--- src/rtl/datapath_pkg.sv ---
// datapath_pkg: shared widths, bus-source indices and ALU op encoding.
// Optional NEG op is enabled by DATAPATH_NEG_EN.
package datapath_pkg;

  localparam int DP_WIDTH = 32;

  localparam int N_SRC   = 7;
  localparam int SRC_R1  = 0;
  localparam int SRC_R6  = 1;
  localparam int SRC_R7  = 2;
  localparam int SRC_PC  = 3;
  localparam int SRC_ZHI = 4;
  localparam int SRC_ZLO = 5;
  localparam int SRC_MDR = 6;

  typedef enum logic [1:0] {
    OP_PASS,
    OP_AND,
    OP_INC,
    OP_NEG
  } alu_op_e;

  function automatic alu_op_e alu_sel(
    input logic i_and,
    input logic i_neg,
    input logic i_inc
  );
    if (i_and)      return OP_AND;
    else if (i_neg) return OP_NEG;
    else if (i_inc) return OP_INC;
    else            return OP_PASS;
  endfunction

endpackage

--- src/rtl/dp_reg.sv ---
// dp_reg: WIDTH-bit load-enable register, async active-low clear.
// Building block for every architectural register in datapath.
module dp_reg
  import datapath_pkg::*;
#(
  parameter int WIDTH = DP_WIDTH
) (
  input  logic             i_clk,
  input  logic             i_rst_n,
  input  logic             i_ld,
  input  logic [WIDTH-1:0] i_d,
  output logic [WIDTH-1:0] o_q
);

  logic [WIDTH-1:0] r_q;

  always_ff @(posedge i_clk or negedge i_rst_n) begin
    if (!i_rst_n) r_q <= '0;
    else if (i_ld) r_q <= i_d;
  end

  assign o_q = r_q;

endmodule

--- src/rtl/datapath.sv ---
// datapath: single-bus CPU datapath with priority bus mux and small ALU.
// Define DATAPATH_NEG_EN to add the NEG port and two's-complement op.
module datapath
  import datapath_pkg::*;
#(
  parameter int WIDTH  = DP_WIDTH,
  parameter int PC_INC = 1
) (
  input  logic             clock,
  input  logic             clear,
  input  logic [WIDTH-1:0] Mdatain,
  input  logic             Read,
  input  logic             PCout,
  input  logic             Zlowout,
  input  logic             Zhighout,
  input  logic             MDRout,
  input  logic             R1out,
  input  logic             R6out,
  input  logic             R7out,
  input  logic             PCin,
  input  logic             IRin,
  input  logic             MARin,
  input  logic             MDRin,
  input  logic             Yin,
  input  logic             Zin,
  input  logic             R1in,
  input  logic             R6in,
  input  logic             R7in,
  input  logic             IncPC,
`ifdef DATAPATH_NEG_EN
  input  logic             NEG,
`endif
  input  logic             AND,
  output logic [WIDTH-1:0] BusMuxOut,
  output logic [WIDTH-1:0] MAR_q,
  output logic [WIDTH-1:0] IR_q,
  output logic [WIDTH-1:0] R1_q,
  output logic [WIDTH-1:0] R6_q,
  output logic [WIDTH-1:0] R7_q,
  output logic [WIDTH-1:0] Zlow_q
);

  logic [WIDTH-1:0] w_bus;
  logic [WIDTH-1:0] r_pc, r_ir, r_mar, r_mdr;
  logic [WIDTH-1:0] r_y, r_zlo, r_zhi;
  logic [WIDTH-1:0] r_r1, r_r6, r_r7;
  logic [WIDTH-1:0] w_mdr_d;
  logic [WIDTH-1:0] w_alu_lo;
  logic [WIDTH-1:0] w_alu_hi;
  logic [N_SRC-1:0] w_src;
  logic             w_neg;
  logic             w_zld;
  alu_op_e          w_op;

`ifdef DATAPATH_NEG_EN
  assign w_neg = NEG;
`else
  assign w_neg = 1'b0;
`endif

  assign w_src[SRC_R1]  = R1out;
  assign w_src[SRC_R6]  = R6out;
  assign w_src[SRC_R7]  = R7out;
  assign w_src[SRC_PC]  = PCout;
  assign w_src[SRC_ZHI] = Zhighout;
  assign w_src[SRC_ZLO] = Zlowout;
  assign w_src[SRC_MDR] = MDRout;

  // Ordered case arms give the fixed source priority.
  always_comb begin
    w_bus = '0;
    case (1'b1)
      w_src[SRC_MDR]: w_bus = r_mdr;
      w_src[SRC_ZLO]: w_bus = r_zlo;
      w_src[SRC_ZHI]: w_bus = r_zhi;
      w_src[SRC_PC]:  w_bus = r_pc;
      w_src[SRC_R7]:  w_bus = r_r7;
      w_src[SRC_R6]:  w_bus = r_r6;
      w_src[SRC_R1]:  w_bus = r_r1;
      default:        w_bus = '0;
    endcase
  end

  assign w_op = alu_sel(AND, w_neg, IncPC);

  always_comb begin
    w_alu_lo = w_bus;
    unique case (w_op)
      OP_AND:  w_alu_lo = r_y & w_bus;
      OP_INC:  w_alu_lo = w_bus + WIDTH'(PC_INC);
`ifdef DATAPATH_NEG_EN
      OP_NEG:  w_alu_lo = (~w_bus) + WIDTH'(1);
`endif
      default: w_alu_lo = w_bus;
    endcase
  end

  assign w_alu_hi = '0;
  assign w_zld    = Zin | AND | IncPC | w_neg;
  assign w_mdr_d  = Read ? Mdatain : w_bus;

  dp_reg #(.WIDTH(WIDTH)) u_pc (
    .i_clk(clock), .i_rst_n(clear), .i_ld(PCin),
    .i_d(w_bus), .o_q(r_pc)
  );
  dp_reg #(.WIDTH(WIDTH)) u_ir (
    .i_clk(clock), .i_rst_n(clear), .i_ld(IRin),
    .i_d(w_bus), .o_q(r_ir)
  );
  dp_reg #(.WIDTH(WIDTH)) u_mar (
    .i_clk(clock), .i_rst_n(clear), .i_ld(MARin),
    .i_d(w_bus), .o_q(r_mar)
  );
  dp_reg #(.WIDTH(WIDTH)) u_mdr (
    .i_clk(clock), .i_rst_n(clear), .i_ld(MDRin),
    .i_d(w_mdr_d), .o_q(r_mdr)
  );
  dp_reg #(.WIDTH(WIDTH)) u_y (
    .i_clk(clock), .i_rst_n(clear), .i_ld(Yin),
    .i_d(w_bus), .o_q(r_y)
  );
  dp_reg #(.WIDTH(WIDTH)) u_zlo (
    .i_clk(clock), .i_rst_n(clear), .i_ld(w_zld),
    .i_d(w_alu_lo), .o_q(r_zlo)
  );
  dp_reg #(.WIDTH(WIDTH)) u_zhi (
    .i_clk(clock), .i_rst_n(clear), .i_ld(w_zld),
    .i_d(w_alu_hi), .o_q(r_zhi)
  );
  dp_reg #(.WIDTH(WIDTH)) u_r1 (
    .i_clk(clock), .i_rst_n(clear), .i_ld(R1in),
    .i_d(w_bus), .o_q(r_r1)
  );
  dp_reg #(.WIDTH(WIDTH)) u_r6 (
    .i_clk(clock), .i_rst_n(clear), .i_ld(R6in),
    .i_d(w_bus), .o_q(r_r6)
  );
  dp_reg #(.WIDTH(WIDTH)) u_r7 (
    .i_clk(clock), .i_rst_n(clear), .i_ld(R7in),
    .i_d(w_bus), .o_q(r_r7)
  );

  assign BusMuxOut = w_bus;
  assign MAR_q     = r_mar;
  assign IR_q      = r_ir;
  assign R1_q      = r_r1;
  assign R6_q      = r_r6;
  assign R7_q      = r_r7;
  assign Zlow_q    = r_zlo;

endmodule

--- config.mk ---
export PLATFORM = sky130hd
export DESIGN_NAME = datapath
export DESIGN_NICKNAME = d
export VERILOG_FILES = /design/src/rtl/datapath_pkg.sv /design/src/rtl/dp_reg.sv /design/src/rtl/datapath.sv
export SDC_FILE = /design/constraint.sdc
export NUM_CORES = 1
export LEC_CHECK = 0
export CORE_UTILIZATION = 40
export CTS_CLUSTER_DIAMETER = 100
export DETAILED_ROUTE_END_ITERATION = 8
export HOLD_SLACK_MARGIN = 0.08
export PLACE_DENSITY = 0.62
export SLEW_MARGIN = 20
export SYNTH_ARGS = -nofsm -noshare
export SYNTH_HDL_FRONTEND = slang
export SYNTH_SLANG_ARGS = --single-unit
--- constraint.sdc ---
create_clock -name clock -period 6.2 [get_ports clock]
set_input_delay 0.93 -clock clock [delete_from_list [all_inputs] [get_ports clock]]
set_output_delay 0.93 -clock clock [all_outputs]
set_load 0.01 [all_outputs]
* Word-level counts from Yosys, hierarchy flattened
Cells that the tools add are included.
** Operators by class
- $add $sub $neg :: 1
- Multiply operators :: 0
- Div/mod/pow operators :: 0
- $lt $le $gt $ge :: 0
- Eq/ne operators :: 2
- Shift-type cells :: 0
- Multiplexer cells :: 11
- Bitwise logic cells :: 3
- Reductions and logical operators :: 0
** Operators with widths (count)
- $mux 32 :: 8
- $pmux 32 s2 :: 1
- $add 32x1->32 const B :: 1
- $and 32x32->32 :: 1
- $mux 2 :: 2
- $eq 2x1->1 const B :: 1
- $eq 2x2->1 const B :: 1
- $or 1x1->1 :: 2
** Storage, ports and cells
- Register bits :: 288
- Bits in latches :: 0
- Bits in writable memories :: 0
- Bits in read-only memories :: 0
- Input port bits :: 53
- Output and inout port bits :: 224
- Logic and storage cells :: 26
- Memories :: 0

* Depth between registers and ports, before layout
- Depth in word-level cells :: 9
- Mapped depth :: 13
- Mapped depth without buffers :: 10

* Hierarchy
Synthesis repeated with hierarchy kept, for this count alone.
** Unflattened totals
- Cell total of the unflattened synthesis :: 1226
- Area, all modules :: 17102.7 um^2
** Modules (own cells, without submodules)
- dp_reg :: instances 10, cells an instance 68, area an instance 1345.0 um^2, seq. area each 800.8 um^2
- datapath :: instances 1, cells an instance 546, area an instance 3652.3 um^2, seq. area each 0.0 um^2

* Least setup slack after synthesis
Ideal clock, no wire load.
- Path kind :: input -> register
- Start point :: input port R7out
- End point :: register u_zlo.r_q[22], in the netlist u_zlo.o_q[22]
- Library setup time :: 73 ps
- Data arrival time :: 3624 ps
- Data required time :: 6127 ps
- Setup slack :: 2503 ps
- Cell stages on the path :: 12
- Path buffers :: 3
- Path through :: buf_6 nor3b_4 buf_4 a22oi_1 a221oi_1 clkbuf_1 ha_1 and2_1 nand4_1 or3_1 mux2_4 a21oi_2
** On the way
- Word-level cells in the longest chain between the ends :: 7
- Elaborated cells on any way between the ends :: 8
- Classes of those cells :: add/sub: 1; mux: 6; bitwise: 1
** RTL lines
- start, declared :: line datapath.sv:19 : input logic R7out,
- $mux 32 (5 in a row) :: line datapath.sv:72 : case (1'b1)
- named net BusMuxOut[0] :: line datapath.sv:34 : output logic [WIDTH-1:0] BusMuxOut,
- $add 32x1->32 :: line datapath.sv:90 : OP_INC: w_alu_lo = w_bus + WIDTH'(PC_INC);
- $pmux 32 s2 :: line datapath.sv:88 : unique case (w_op)
- end signal, assigned :: line dp_reg.sv:19 : else if (i_ld) r_q <= i_d;
- end, declared :: line dp_reg.sv:15 : logic [WIDTH-1:0] r_q;
The timed path passes the listed nets, and every way through them passes these cells.
A chain may end at the register's enable or synchronous reset.

* Worst setup path in the final report
- Start point :: input port R6out
- End point :: output port BusMuxOut[4]
** On the way
- Word-level cells in the longest chain between the ends :: 6
** RTL lines
- start, declared :: line datapath.sv:18 : input logic R6out,
- $mux 32 (6 in a row) :: line datapath.sv:72
- end, declared :: line datapath.sv:34
Every way passes these cells.

==> flow_summary_export.csv <==
group,metric,value,unit
outcome,run_status,"finished, final reports clean",
timing,finalWorstPathRequiredPeriod,4780,ps
synth,synth_seq_cells,288,
setup_path,data_arrival_time_of_the_worst_path,3850,ps
setup_path,timing.critical_path.fanout_max,23,
global_route,grt_start_max_net_pins,141,
final_layout,finalNonFillerCells,1872,
place,place_congestion,0.822,
timing,finalHoldWorstSlack,498,ps
setup_path,worst-r2r-cell-count,8,
clock_network,clock_sinks,288,
global_route,grt_first_pass_wirelength,67500,µm
setup_path,setup.worst_path.end_class,"output port",
timing,worst-slew-pin-transition,1080,ps
timing,clock_skew,12.9,ps
routing,wl_met2,20100,µm
floorplan,die-area,0.0351,mm²
flow_run,drv_cap,0,
global_route,antenna_found_initial,1,
power_and_ir_drop,power.leakage,0.00748,µW
final_layout,ff_latch_area,0.00721,mm²
clock_network,post-cts-setup-buffer-count,0,
final_layout,layout.cells.most_common_list,"288 x sky130_fd_sc_hd__dfrtp_1, 262 x sky130_fd_sc_hd__clkdlybuf4s50_1, 228 x sky130_fd_sc_hd__mux2_2",
synth,number_of_warnings_issued_by_yosys,0,
floorplan,core_area,0.0337,mm²
timing,slew_headroom,27.6,%
routing,routedWlPerCell,22.9,µm
floorplan,num_rows,67,
place,detailed_place_hpwl,28200,µm
synth,ys_seq_area_share,52.4,%
clock_network,cts_resized,0,
floorplan,fp.dieW,187,µm
routing,drc,0,
global_route,global_route_total_usage_across_every_layer,24.6,%
final_layout,area_delta_synth_final,31.0,%
floorplan,die_height,187,µm
min_path,hp-start,"u_pc.o_q[15]",
synth,yosysUniqueCellTypes,60,
min_path,whs_path_depth,1,
place,port_buffers,276,
clock_network,cts.hold.buffers_added,0,
routing,drtIter0Drc,511,
routing,dr.pass1.iters,5,
synth,synth_top_flop_cell,"sky130_fd_sc_hd__dfrtp_1",
power_and_ir_drop,powerDensity,348,mW/mm²
floorplan,initial_core_util,40.8,%
timing,share_of_the_clock_period_used_by_the_worst_path_after_layout,77.1,%
clock_network,insertion_delay,510,ps
floorplan,boundaryPins,277,
power_and_ir_drop,power.ir.vdd_worst,0.000189,V
timing,rsz0062_at_grt,"false",
clock_network,numCtsBuffers,34,
clock_network,ctsHtreeMaxLevel,2,
timing,final-hold-violation-count,0,
routing,route.top_layer_used,"met4",
final_layout,share_of_final_layout_standard_cells_stronger_than_drive_strength_1,25.4,%
place,dp_cells,1813,
synth,synth_area,0.0137,mm²
setup_path,r2r-end,"u_zlo.o_q[27]",
final_layout,finish.utilization,53.4,%
timing,clock.fmax,209,MHz
min_path,holdPathEnd,"u_pc.o_q[15]",
routing,antenna_left,0,
final_layout,multi_input_area,0.00595,mm²
final_layout,layout.nets,1455,
timing,timing.final.setup_violations,0,
timing,finalMaxSlewViolations,0,
clock_network,clock-root-buffer,"sky130_fd_sc_hd__clkbuf_16",
setup_path,timing.setup.critical_path_class,"input port to output port",
routing,wl_met1,19100,µm
synth,postSynth.asyncResetShare,100,%
synth,syn_nets,1213,
final_layout,final.fill_count,2966,
synth,syn_avg_cell_area,11.9,µm²
final_layout,final_common_cell,"sky130_fd_sc_hd__dfrtp_1",
routing,totalWireLength,42900,µm
setup_path,worst_r2r_setup_slack,3140,ps
clock_network,clock_pin_slew_on_the_worst_setup_and_hold_paths,50,ps
setup_path,origin_of_the_critical_flop_to_flop_path,"u_r1.o_q[19]",
routing,detailroute.wirelength.met3,2790,µm
setup_path,critical_path.startpoint_type,"input port",
synth,synth_cells,1159,
clock_network,tritoncts,"done",
routing,viasPerCell,5.72,
setup_path,crit_start,"R6out",
synth,synth-edff-count,0,
setup_path,crit_required,5270,ps
timing,fin_setup_tns,0,ps
global_route,global_route.overflow_total,0,
min_path,worstHoldPathType,"flop to flop",
routing,num_vias,10700,
clock_network,clockBufferDepth,3,
global_route,via_count_of_the_first_global_routing_pass,11100,
-- metrics by stage --
step	power (µW)	setup slack, ps	instance area [µm²]
global route	6570	1270	18000
CTS	6330	1470	18000
finish	6260	1420	18000
detailed placement	4320	1470	16900
floorplan	3340	2500	13700
global placement	4290	1490	16900
-- final cells by class --
| type | instances | area share [%] |
|---|---|---|
| sequential | 288 | 40.0 |
| clock inverter | 7 | 0.355 |
| timing repair buffer | 324 | 17.1 |
| clock buffer | 51 | 5.71 |
| multi-input combinational | 724 | 33.1 |
| antenna | 1 | 0.0139 |
| inverter | 29 | 0.605 |
| tap | 448 | 3.11 |
-- Yosys cell counts, types with 2 or more instances --
library cell / number / share of area [%]
sky130_fd_sc_hd__buf_6: 2 / 0.16
sky130_fd_sc_hd__xnor2_1: 4 / 0.25
sky130_fd_sc_hd__and2_1: 6 / 0.27
sky130_fd_sc_hd__buf_2: 13 / 0.47
sky130_fd_sc_hd__xor2_1: 9 / 0.57
sky130_fd_sc_hd__nand3_1: 9 / 0.33
sky130_fd_sc_hd__inv_1: 29 / 0.79
sky130_fd_sc_hd__o22ai_1: 13 / 0.59
sky130_fd_sc_hd__a21oi_1: 65 / 2.4
sky130_fd_sc_hd__mux2i_1: 33 / 2.4
sky130_fd_sc_hd__nor2b_1: 14 / 0.64
sky130_fd_sc_hd__clkbuf_1: 85 / 2.3
sky130_fd_sc_hd__buf_1: 14 / 0.38
sky130_fd_sc_hd__a211oi_1: 17 / 0.93
sky130_fd_sc_hd__nor4_1: 4 / 0.18
sky130_fd_sc_hd__or2_2: 3 / 0.14
sky130_fd_sc_hd__a22oi_1: 23 / 1.3
sky130_fd_sc_hd__a221oi_2: 8 / 0.87
sky130_fd_sc_hd__mux2_2: 228 / 19
sky130_fd_sc_hd__a31oi_1: 5 / 0.23
sky130_fd_sc_hd__a221o_1: 4 / 0.29
sky130_fd_sc_hd__nor2_1: 56 / 1.5
sky130_fd_sc_hd__a311oi_1: 3 / 0.19
sky130_fd_sc_hd__dfrtp_1: 288 / 52
sky130_fd_sc_hd__a32oi_1: 6 / 0.38
sky130_fd_sc_hd__a211o_1: 4 / 0.25
sky130_fd_sc_hd__a221oi_1: 63 / 4.0
sky130_fd_sc_hd__and3_1: 9 / 0.41
sky130_fd_sc_hd__nand2_1: 22 / 0.60
sky130_fd_sc_hd__o31a_1: 3 / 0.19
sky130_fd_sc_hd__nand4_1: 11 / 0.50
sky130_fd_sc_hd__o221ai_1: 2 / 0.13
sky130_fd_sc_hd__buf_4: 4 / 0.22
sky130_fd_sc_hd__nor4bb_1: 3 / 0.22
sky130_fd_sc_hd__and4_1: 2 / 0.13
sky130_fd_sc_hd__or3_1: 6 / 0.27
sky130_fd_sc_hd__nand2b_1: 25 / 1.1
sky130_fd_sc_hd__a21o_1: 7 / 0.38
sky130_fd_sc_hd__nor3_1: 18 / 0.66
sky130_fd_sc_hd__a41o_1: 2 / 0.15
sky130_fd_sc_hd__o21ai_0: 18 / 0.66
-- kinds of logic after synthesis --
group	after synthesis	share of synthesized area, %
muxes	262	21.2
xor gates and xnor gates	13	0.828
AOI/OAI and AO/OA	250	13.3
adders and majority gates	1	0.0910
buffers and inverters	147	4.35
and+or+nand+nor	198	7.77
DFF	288	52.4
-- where the power goes --
part           internal [µW]  total (µW)  leakage (µW)  switching, µW
Sequential              2260        2540       0.00344            282
Clock                   1190        1970      0.000541            787
Combinational            966        1750       0.00350            784
Total                   4410        6260       0.00748           1850
-- flip-flops by register name, summed over array words and instances, names as in the netlist --
| register | cells |
|---|---|
| u_mar.o_q | 32 |
| u_zlo.o_q | 32 |
| u_y.o_q | 32 |
| u_r7.o_q | 32 |
| u_pc.o_q | 32 |
| u_ir.o_q | 32 |
| u_r6.o_q | 32 |
| u_r1.o_q | 32 |
| u_mdr.o_q | 32 |
-- how the worst max path moves through the flow --
stage	slack, ps	end
final	1420	BusMuxOut[4]
after floorplan	2500	u_zlo.o_q[22]
after detailed placement	1470	u_zlo.o_q[27]
after global placement	1490	u_zlo.o_q[27]
after global routing	1270	BusMuxOut[4]
after CTS	1470	BusMuxOut[4]
-- worst max-delay path: stages --
cell	delay (ps)
sky130_fd_sc_hd__clkdlybuf4s50_1	460
sky130_fd_sc_hd__buf_4	220
sky130_fd_sc_hd__and2b_2	620
sky130_fd_sc_hd__a211oi_1	180
sky130_fd_sc_hd__a221oi_1	630
sky130_fd_sc_hd__buf_4	260
sky130_fd_sc_hd__clkdlybuf4s50_1	540
-- per-layer routing --
metal,track usage [%],vias up
met5,0,-
met2,39.2,390
met4,6.12,0
met1,34.3,5483
met3,4.84,59
li1,-,4773
No activity file was read; power rests on OpenSTA's default activity.
